### src/rtl/cpu_params.sv
// cpu_params: core-wide sizing constants shared by the front end.
package cpu_params;
  localparam int FETCH_WIDTH = 2;
  localparam int INSTQ_DEPTH = 8;
endpackage

### src/rtl/fetch_types.sv
// fetch_types: packet format produced by fetch and consumed by decode.
package fetch_types;
  import cpu_params::*;
  typedef struct packed {
    logic [31:0]                  pc;
    logic [FETCH_WIDTH-1:0]       valid;
    logic [FETCH_WIDTH-1:0][31:0] insts;
  } fetch_packet_t;
endpackage

### src/rtl/inst_queue.sv
// inst_queue: circular fetch-packet FIFO between fetch and decode, flushable on redirect.
// Define INST_QUEUE_BYPASS_EN to let a packet pass straight through when the queue is empty.
module inst_queue
  import cpu_params::*;
  import fetch_types::*;
#(
  parameter int DEPTH = INSTQ_DEPTH
) (
  input  logic                     clk,
  input  logic                     rst_n,
  input  logic                     flush,
  input  logic                     in_valid,
  output logic                     in_ready,
  input  fetch_packet_t            in_packet,
  output logic                     out_valid,
  input  logic                     out_ready,
  output fetch_packet_t            out_packet,
  output logic [$clog2(DEPTH):0]   count
);
  localparam int AW = $clog2(DEPTH);
  fetch_packet_t mem_q [DEPTH];
  logic [AW:0] head_q, head_d, tail_q, tail_d, count_q, count_d;
  logic empty, full, has_insn, push, pop, byp;
  always_comb begin
    empty    = head_q == tail_q;
    full     = head_q[AW-1:0] == tail_q[AW-1:0] && head_q[AW] != tail_q[AW];
    has_insn = |in_packet.valid;
    in_ready = !full && !flush;
`ifdef INST_QUEUE_BYPASS_EN
    byp        = empty && !flush;
    out_valid  = byp ? in_valid && has_insn : !empty && !flush;
    out_packet = byp ? in_packet : mem_q[head_q[AW-1:0]];
    pop        = out_valid && out_ready && !byp;
    push       = in_valid && in_ready && has_insn && !(byp && out_ready);
`else
    byp        = 1'b0;
    out_valid  = !empty && !flush;
    out_packet = mem_q[head_q[AW-1:0]];
    pop        = out_valid && out_ready;
    push       = in_valid && in_ready && has_insn;
`endif
    head_d  = flush ? '0 : head_q + (AW+1)'(pop);
    tail_d  = flush ? '0 : tail_q + (AW+1)'(push);
    count_d = flush ? '0 : count_q + (AW+1)'(push) - (AW+1)'(pop);
    count   = count_q;
  end
  always_ff @(posedge clk or negedge rst_n) begin
    if (!rst_n) begin
      head_q  <= '0;
      tail_q  <= '0;
      count_q <= '0;
    end else begin
      head_q  <= head_d;
      tail_q  <= tail_d;
      count_q <= count_d;
    end
  end
  // storage is deliberately left out of reset
  always_ff @(posedge clk) begin
    if (push) mem_q[tail_q[AW-1:0]] <= in_packet;
  end
  logic unused_byp;
  assign unused_byp = byp;
endmodule

### config.mk
export PLATFORM = sky130hd
export DESIGN_NAME = inst_queue
export DESIGN_NICKNAME = d
export VERILOG_FILES = /design/src/rtl/cpu_params.sv /design/src/rtl/fetch_types.sv /design/src/rtl/inst_queue.sv
export SDC_FILE = /design/constraint.sdc
export NUM_CORES = 1
export LEC_CHECK = 0
export CORE_ASPECT_RATIO = 0.8
export CORE_MARGIN = 3
export CORE_UTILIZATION = 40
export DETAILED_ROUTE_END_ITERATION = 7
export PLACE_DENSITY = 0.64
export SLEW_MARGIN = 20
export SYNTH_ARGS = -nofsm -noshare
export SYNTH_HDL_FRONTEND = slang
export SYNTH_SLANG_ARGS = --single-unit
### constraint.sdc
create_clock -name clk -period 23 [get_ports clk]
set_input_delay 2.3 -clock clk [delete_from_list [all_inputs] [get_ports clk]]
set_output_delay 2.3 -clock clk [all_outputs]
set_load 0.02 [all_outputs]
# ---- Word level (Yosys, flattened, before mapping)
# Memory sizes are Yosys's and may differ from the RTL's.
# Index checks and enable logic that the tools add are counted.
dict set report totals {
  regBits 12
  latchBits 0
  ram_bits 784
  rom_bits 0
  input_bits 103
  output_inout_bits 104
  elab_cells 26
  memories 1
}
dict set report op_classes {
  addsub 4
  n_mul 0
  n_div 0
  order_cmp 0
  n_eq_ne 3
  n_shift 0
  n_mux 5
  n_bitwise 0
  reduce_logical 10
}
# memory depth width rd rd_ports_with_merged_regs write_ports line
set mem_list {}
lappend mem_list {mem_q 8 98 1 0 1 inst_queue.sv:21} ;# fetch_packet_t mem_q [DEPTH];
# op n
set ops {}
lappend ops {{4-bit by 1-bit adder with 4-bit output} 3}
lappend ops {{4-bit 2-to-1 mux} 3}
lappend ops {{1-bit logical AND} 6}
lappend ops {{4-bit == test} 1}
lappend ops {{4-bit by 1-bit subtractor with 4-bit output} 1}
lappend ops {{3-bit == test} 1}
lappend ops {{1-bit logical NOT} 3}
lappend ops {{1-bit 2-to-1 mux} 2}
lappend ops {{2-bit OR reduction} 1}
lappend ops {{1-bit inequality test} 1}

# ---- Longest topological paths before layout
# Gate-level depths: netlist of run 1.
dict set report logic_depth {
  word_depth 9
  depth_mapped 11
  depth_no_buf 9
}

# ---- Worst setup path after synthesis of run 1
# Ideal clock, no wire load.
dict set report synth_path {
  path_type {input port to flip-flop}
  start {input port flush}
  end {memory mem_q[2][0] (netlist bit) (enable)}
  setup_ps 795
  arrival_ps 12034
  setup_slack_ps 10171
  cell_stages 3
  path_buffers 2
  cell_sequence {clkbuf_1 > clkbuf_1 > nor4_1}
}
dict set report synth_via {
  elab_chain_cells 6
}
# item line
set synth_lines {}
lappend synth_lines {{start: declaration} inst_queue.sv:11} ;# input logic flush,
lappend synth_lines {{1-bit logical NOT} inst_queue.sv:28} ;# in_ready = !full && !flush;
lappend synth_lines {{1-bit logical AND} inst_queue.sv:28}
lappend synth_lines {{1-bit logical AND (2 in a row)} inst_queue.sv:40} ;# push = in_valid && in_ready && has_insn;
lappend synth_lines {{1-bit 2-to-1 mux} inst_queue.sv:60} ;# if (push) mem_q[tail_q[AW-1:0]] <= in_packet;
lappend synth_lines {{1-bit 2-to-1 mux (not written as such)} inst_queue.sv:60}
lappend synth_lines {{end: declaration} inst_queue.sv:21}
# No other way between the ends.

==> metrics.yaml, run 1 <==
status: "completed"
r2r-end: "mem_q[1][21]$_DFFE_PP_"
numCtsBuffers: 79
synthCells: 1213
initial_core_util_pct: 40.6
nNetsFinal: 1584
synth_cell_type_count: 27
finalSetupTns_ns: 0
synth_edf_count: 784
finClkSkew_ns: 0.0202
vdd_drop_max_v: 0.0000589
fillers: 5920
relSlewSlack_pct: 22.6
drc: 0
track_usage_pct: 15.9
cts_tree: "built"
end_kind: "output port"
max_freq_mhz: 142
vias: 13300
drt-initial-drc-count: 1086
critPathArrivalTime_ns: 4.76
grt_first_pass_wirelength_um: 92900
drive_gt1_share_pct: 29.3
ys_seq_area_share_pct: 79.0
post_cts_buffers: 0
synthFlopType: "edfxtp_1"
maxSlewViolCount: 0
cts_resized: 0
grtUsageMet2_pct: 25.1
min_period_over_period_pct: 30.7
syn2layout_area_growth_pct: 19.6
final_area_um2: 36100
max-cap-violations: 0
fp.dieH_um: 252
syn_area_um2: 30200
firstDrtPassIters: 5
io_pins: 207
path_clk_slew_ns: 0.06
start_kind: "flip-flop"
grt_util_met3_pct: 4.25
finalWeightedCongestion: 0.692
synth-seq-cells: 796
syn_nets: 1325
die_area_um2: 78800
antenna_left: 0
setup_viol: 0
ctsHoldBuffers: 0
postRouteWirelength_um: 61900
holdWs_ns: 0.627
hold_viol: 0
antenna_found_initial: 8
rsz0062_at_grt: "false"
wire_per_inst_um: 24.4
required_ns: 20.70
first_global_vias: 14300
cts.path.max_buffers: 3
worst-setup-path-type: "reg -> out"
ys_async_sr_fraction_pct: 1.51
synth_warnings: 0
grt-busiest-layer: "met2"
clockRootBuffer: "clkbuf_16"
period_needed_ns: 7.06
whs_endpoint: "tail_q[3]$_DFF_PN0_"
p_per_area_nw_per_um2: 85.1
regToRegStartpoint: "head_q[1]$_DFF_PN0_"
cts.sinks: 796
die_w_um: 313
grt-ovfl-total: 0
fp-row-count: 89
path_max_fanout: 106
dp_hpwl_um: 32200
core_area_um2: 74300
power_leakage_nw: 11.0
min_path_cells: 2
cts_htree_levels: 3
io_buffers: 206
avgSynthCellArea_um2: 24.9
use_met1_pct: 21.9
clkLatencyLatePin_ns: 0.61
grt_max_degree: 140
tightest_slew_ns: 1.16
r2r_cells: 7
postPlaceCellArea_um2: 33500
min_from: "tail_q[3]$_DFF_PN0_"
min_path_type: "reg -> reg"
via_per_inst: 5.23
regToRegSetupSlack_ns: 18.37
-- sequential cells by signal, summed over array words and instances (netlist names) --
| name | count |
|---|---|
| mem_q | 784 |
| count | 4 |
| head_q | 4 |
| tail_q | 4 |
-- cell type report --
class | count | area [um2] | share of cell area (%)
Antenna cell | 4 | 10.0 | 0.0277
Clock buffer | 90 | 2080 | 5.77
Clock inverter | 53 | 552 | 1.53
Inverter | 5 | 18.8 | 0.0520
Multi-Input combinational cell | 353 | 6010 | 16.6
Sequential cell | 796 | 23900 | 66.1
Tap cell | 1001 | 1250 | 3.47
Timing Repair Buffer | 237 | 2320 | 6.43
-- synthesized netlist by cell type (6+ instances only) --
cell type	instances	area, um2
mux4_2	196	4410
buf_6	15	169
xor2_1	6	52.6
mux2_2	98	1100
buf_2	24	120
ha_1	8	100
nor2_1	6	22.5
clkbuf_1	19	71.3
dfrtp_1	12	300
nor2b_1	6	37.5
edfxtp_1	784	23500
-- worst max path at each step --
| stage | start | to | slack, ns | depth (start not counted) |
|---|---|---|---|---|
| after floorplan | flush | mem_q[2][0]$_DFFE_PP_ | 10.17 | 3 |
| after global placement | head_q[0]$_DFF_PN0_ | out_packet[2] | 16.30 | 5 |
| after detailed placement | head_q[0]$_DFF_PN0_ | out_packet[71] | 16.28 | 5 |
| after CTS | head_q[0]$_DFF_PN0_ | out_packet[2] | 15.52 | 5 |
| after global routing | head_q[0]$_DFF_PN0_ | out_packet[83] | 15.42 | 5 |
| final | head_q[0]$_DFF_PN0_ | out_packet[2] | 15.94 | 5 |
-- per-layer routing --
metal / up-vias / part of all wire, %
li1: 5725 / -
met1: 7127 / 43
met2: 334 / 48
met3: 96 / 6.4
met4: 8 / 2.1
met5: - / 0.10
-- through the flow --
stage	utilization, %	instances	setup WS (ns)	total power (W)
final	48.6	2539	15.94	0.00307
after detailed placement	45.0	2392	16.28	0.00181
after floorplan	-	1213	10.17	0.00173
after global routing	48.6	2535	15.42	0.00318
after global placement	45.0	2392	16.30	0.00180
after CTS	48.6	2535	15.52	0.00311
-- where the power goes --
group	switching, W	total [W]	internal, W
registers	0.00000721	0.00162	0.00161
clock network	0.000526	0.00130	0.000774
logic	0.0000777	0.000158	0.0000801
total	0.000611	0.00307	0.00246
-- layout by cell type (no fill, tap or decap), types with 5 or more instances in the layout --
master / Yosys / layout
bufinv_16: 0 / 11
mux4_2: 196 / 196
ha_1: 8 / 8
edfxtp_1: 784 / 784
nand3_1: 5 / 5
nor4_2: 0 / 5
dfrtp_1: 12 / 9
xor2_1: 6 / 6
clkinv_1: 0 / 23
buf_4: 0 / 29
inv_1: 5 / 5
clkinv_2: 0 / 10
mux2_2: 98 / 98
nor2_1: 6 / 6
nor2b_1: 6 / 6
clkdlybuf4s50_1: 0 / 206
xnor2_1: 5 / 5
clkbuf_16: 0 / 82
clkbuf_1: 19 / 8
-- cell families after synthesis --
family,after synthesis,synth area share [%]
flops,796,79.0
mux,294,18.3
buf+inv,64,1.27
simple gates,33,0.593
xor+xnor,11,0.319
fa+ha+maj,9,0.398
compound gates,6,0.137
-- worst max-delay path, stage by stage, from the launching register on --
cell             delay, ns
dfrtp_4               1.05
buf_12                0.70
buf_4                 0.87
mux4_2                0.60
mux2_2                0.28
clkdlybuf4s50_1       0.60
(Power assumes the default switching activity.)
==> run 2, diff against run 1 <==
==> constraint.sdc (replaced) <==
create_clock -name clk -period 6.6 [get_ports clk]
set_input_delay 0.66 -clock clk [delete_from_list [all_inputs] [get_ports clk]]
set_output_delay 0.66 -clock clk [all_outputs]
set_load 0.02 [all_outputs]
==> metrics.yaml, run 2 (same netlist as run 1, synthesis figures left out) <==
status: "completed"
worst-setup-path-type: "reg -> out"
start_kind: "flip-flop"
crit_slowest_cell: "dfrtp_4"
ctsHoldBuffers: 0
grt_first_pass_wirelength_um: 94000
syn2layout_area_growth_pct: 19.4
finalWeightedCongestion: 0.715
cts_tree: "built"
cts_htree_levels: 3
firstDrtPassIters: 5
relSlewSlack_pct: 28.5
holdWs_ns: 0.387
io_pins: 207
utilization_pct: 48.5
fp.dieH_um: 252
dp_slack_ns: 2.71
dp_hpwl_um: 31700
core_area_um2: 74300
p_per_area_nw_per_um2: 292
cts.sinks: 796
antenna_left: 0
period_needed_ns: 4.44
cts_resized: 0
io_buffers: 206
path_max_fanout: 42
setup_viol: 0
largest_reg_flops: 784
grt-ovfl-total: 0
finClkSkew_ns: 0.0297
tightest_slew_ns: 1.06
via_per_inst: 5.27
path_buf_inv: 2
drt-initial-drc-count: 1017
maxSlewViolCount: 0
track_usage_pct: 16.0
layout_commonest_cell: "edfxtp_1"
power_leakage_nw: 10.9
clkLatencyLatePin_ns: 0.63
finalWorstSetupSlack_ns: 2.16
postRouteWirelength_um: 62300
path_clk_slew_ns: 0.07
post_cts_buffers: 0
initial_core_util_pct: 40.6
hold_viol: 0
grt_max_degree: 105
critPathArrivalTime_ns: 3.78
regToRegSetupSlack_ns: 3.25
cp_slowest_stage_delay_ns: 1.00
drive_gt1_share_pct: 29.1
min_period_over_period_pct: 67.2
nNetsFinal: 1575
wire_per_inst_um: 24.7
r2r-end: "mem_q[6][9]$_DFFE_PP_"
final_cell_mix: "edfxtp_1, clkdlybuf4s50_1, mux4_2"
end_kind: "output port"
die_area_um2: 78800
r2r_cells: 4
vdd_drop_max_v: 0.000192
rsz0062_at_grt: "false"
antenna_found_initial: 9
crit_chain: "buf_4 -> mux4_2 -> mux2_2 -> clkdlybuf4s50_1"
cts.path.max_buffers: 3
max_freq_mhz: 225
first_global_vias: 14200
vias: 13300
drc: 0
required_ns: 5.94
critical_path.top_delay_family: "buffers and inverters"
die_w_um: 313
fp-row-count: 89
regToRegStartpoint: "head_q[0]$_DFF_PN0_"
numCtsBuffers: 80
max-cap-violations: 0
clockRootBuffer: "clkbuf_16"
finalSetupTns_ns: 0
min_path_type: "in -> async"
-- run 2: area by class of cell --
type / count / area [um2]
Inverter: 5 / 18.8
Clock inverter: 49 / 474
Tap cell: 1001 / 1250
Multi-Input combinational cell: 353 / 6040
Sequential cell: 796 / 23900
Antenna cell: 2 / 5.00
Clock buffer: 89 / 2040
Timing Repair Buffer: 227 / 2360
Fill cell: 5953 / 38200
-- run 2: routing by layer --
layer	routed length, um	vias up	global-route usage (%)
met5	57	-	0
met4	1210	10	3.96
met3	3660	103	3.91
met2	28900	321	24.5
met1	28400	7159	23.3
li1	-	5703	-
-- run 2: worst max path at each step --
stage	cells past startpoint	start	slack, ns	end
floorplan	6	head_q[0]$_DFF_PN0_	-1.84	mem_q[1][0]$_DFFE_PP_
global placement	4	head_q[0]$_DFF_PN0_	2.72	out_packet[96]
detailed placement	4	head_q[0]$_DFF_PN0_	2.71	out_packet[96]
CTS	4	head_q[0]$_DFF_PN0_	2.01	out_packet[10]
global route	4	head_q[0]$_DFF_PN0_	1.87	out_packet[94]
finish	4	head_q[0]$_DFF_PN0_	2.16	out_packet[10]
-- run 2: worst register-to-register path: cells and delay by family, from the launching register on --
family        cells  cell delay, ns
xor+xnor          1            0.29
flops             1            1.00
buf+inv           1            0.59
simple gates      2            0.98
-- run 2: metrics by stage --
| step | cell area (um2) | power [W] | cells |
|---|---|---|---|
| 2_1_floorplan | 30200 | 0.00603 | 1213 |
| 3_3_place_gp | 33500 | 0.00629 | 2382 |
| 3_5_place_dp | 33500 | 0.00630 | 2382 |
| 4_1_cts | 36000 | 0.0107 | 2520 |
| 5_1_grt | 36000 | 0.0109 | 2520 |
| 6_report | 36000 | 0.0105 | 2522 |
-- run 2: power breakdown --
part / internal, W / switching, W
Clock: 0.00244 / 0.00189
Combinational: 0.000282 / 0.000275
Sequential: 0.00560 / 0.0000247
Total: 0.00833 / 0.00219
==> run 3, diff against run 2 <==
--- a/config.mk
+++ b/config.mk
@@ -9,7 +9,7 @@
 export CORE_MARGIN = 3
 export CORE_UTILIZATION = 40
 export DETAILED_ROUTE_END_ITERATION = 7
-export PLACE_DENSITY = 0.64
+export PLACE_DENSITY = 0.66
 export SLEW_MARGIN = 20
 export SYNTH_ARGS = -nofsm -noshare
 export SYNTH_HDL_FRONTEND = slang
==> constraint.sdc (replaced) <==
create_clock -name clk -period 3.9 [get_ports clk]
set_input_delay 0.39 -clock clk [delete_from_list [all_inputs] [get_ports clk]]
set_output_delay 0.39 -clock clk [all_outputs]
set_load 0.02 [all_outputs]
==> metrics.yaml, run 3 (same netlist as run 1, synthesis figures left out) <==
status: "completed"
worst-setup-path-type: "reg -> out"
end_kind: "output port"
clkLatencyLatePin_ns: 0.60
critPathArrivalTime_ns: 3.25
p_int_w: 0.0143
drc: 0
syn2layout_area_growth_pct: 20.2
fp-row-count: 89
min_period_over_period_pct: 93.3
vdd_drop_max_v: 0.000315
start_kind: "flip-flop"
regArea_um2: 23900
required_ns: 3.51
hold_viol: 0
report.power.total_w: 0.0180
drt-initial-drc-count: 1145
grt-ovfl-total: 0
maxSlewViolCount: 0
core_area_um2: 74300
cts_tree: "built"
fp.dieH_um: 252
rsz0062_at_grt: "false"
crit_chain: "buf_12 -> mux4_2 -> mux2_2 -> clkdlybuf4s50_1"
layout_commonest_cell: "edfxtp_1"
max_freq_mhz: 275
initial_core_util_pct: 40.6
holdWs_ns: 0.189
final_cell_mix: "edfxtp_1, clkdlybuf4s50_1, mux4_2"
antenna_left: 0
largest_reg_flops: 784
p_comb_share_pct: 5.3
cts.sinks: 796
drive_gt1_share_pct: 29.3
via_per_inst: 5.24
die_w_um: 313
cts.path.max_buffers: 3
ctsHoldBuffers: 0
final_area_um2: 36300
post_cts_buffers: 0
max-cap-violations: 0
multi_input_area_um2: 6070
cts_htree_levels: 3
numCtsBuffers: 79
first_global_vias: 14200
min_path_type: "in -> async"
fillers: 5925
grt_first_pass_wirelength_um: 90400
path_clk_slew_ns: 0.06
path_max_fanout: 89
utilization_pct: 48.9
postRouteWirelength_um: 59800
p_per_area_nw_per_um2: 496
p_sw_w: 0.00366
clockRootBuffer: "clkbuf_16"
vias: 13300
period_needed_ns: 3.64
dp_hpwl_um: 30700
clockPowerShare_pct: 41.7
io_pins: 207
cp_slowest_stage_delay_ns: 0.59
p_sw_share_pct: 20.4
finClkSkew_ns: 0.0180
tightest_slew_ns: 0.835
die_area_um2: 78800
crit_slowest_cell: "mux4_2"
nNetsFinal: 1577
dp_cells: 2385
final_cell_count_no_fill: 2530
firstDrtPassIters: 5
cts_resized: 0
wire_per_inst_um: 23.7
finalWeightedCongestion: 0.699
io_buffers: 206
grt_max_degree: 115
antenna_found_initial: 4
setup_viol: 0
postPlaceCellArea_um2: 33700
relSlewSlack_pct: 44.3
power_frac_seq_pct: 52.9
track_usage_pct: 15.2
power_leakage_nw: 11.0
==> run 3: layout make-up <==
class	instances	area share (%)
inverter	5	0.0517
multi-input combinational	353	16.7
tap	1001	3.45
antenna	1	0.00690
clock buffer	92	5.70
clock inverter	52	1.44
sequential	796	65.7
timing repair buffer	230	6.90
==> run 3: metrics by stage <==
step                      TNS [ns]  setup slack (ns)
after floorplan            -296.18            -0.750
after global placement           0             0.883
after detailed placement         0             0.845
after CTS                        0             0.164
after global routing             0            0.0755
final                            0             0.260
==> run 3: routing by layer <==
| layer | vias to the layer above | share of wire, % | GRT usage (%) |
|---|---|---|---|
| met5 | - | 0.057 | 0 |
| met4 | 6 | 1.8 | 3.77 |
| met2 | 302 | 48 | 24.4 |
| li1 | 5712 | - | - |
| met3 | 78 | 5.9 | 3.91 |
| met1 | 7162 | 44 | 21.2 |
==> run 3: critical path: cells and delay by family, from the launching register on <==
family,cells,cell delay (ns)
buf+inv,2,1.10
flops,1,0.48
mux,2,0.90
==> run 3: power groups by stage <==
| stage | logic [W] | registers, W | clock network (W) |
|---|---|---|---|
| after global routing | 0.00103 | 0.00952 | 0.00804 |
| after CTS | 0.000981 | 0.00952 | 0.00771 |
| final | 0.000960 | 0.00952 | 0.00751 |
| after global placement | 0.000957 | 0.00970 | 0 |
| after floorplan | 0.000502 | 0.00970 | 0 |
| after detailed placement | 0.000975 | 0.00970 | 0 |
==> run 3: worst paths after layout <==
kind / startpoint / end / slack (ns) / cells past startpoint
worst max-delay path: head_q[0]$_DFF_PN0_ / out_packet[8] / 0.26 / 4
worst min-delay path: rst_n / count[0]$_DFF_PN0_ / 0.19 / 1
worst max register to register: tail_q[0]$_DFF_PN0_ / count[1]$_DFF_PN0_ / 1.14 / 8
worst min register to register: tail_q[3]$_DFF_PN0_ / tail_q[3]$_DFF_PN0_ / 0.62 / 2
max in group asynchronous: rst_n / head_q[2]$_DFF_PN0_ / 3.24 / 1
min in group clk: in_packet[24] / mem_q[1][24]$_DFFE_PP_ / 0.52 / 1
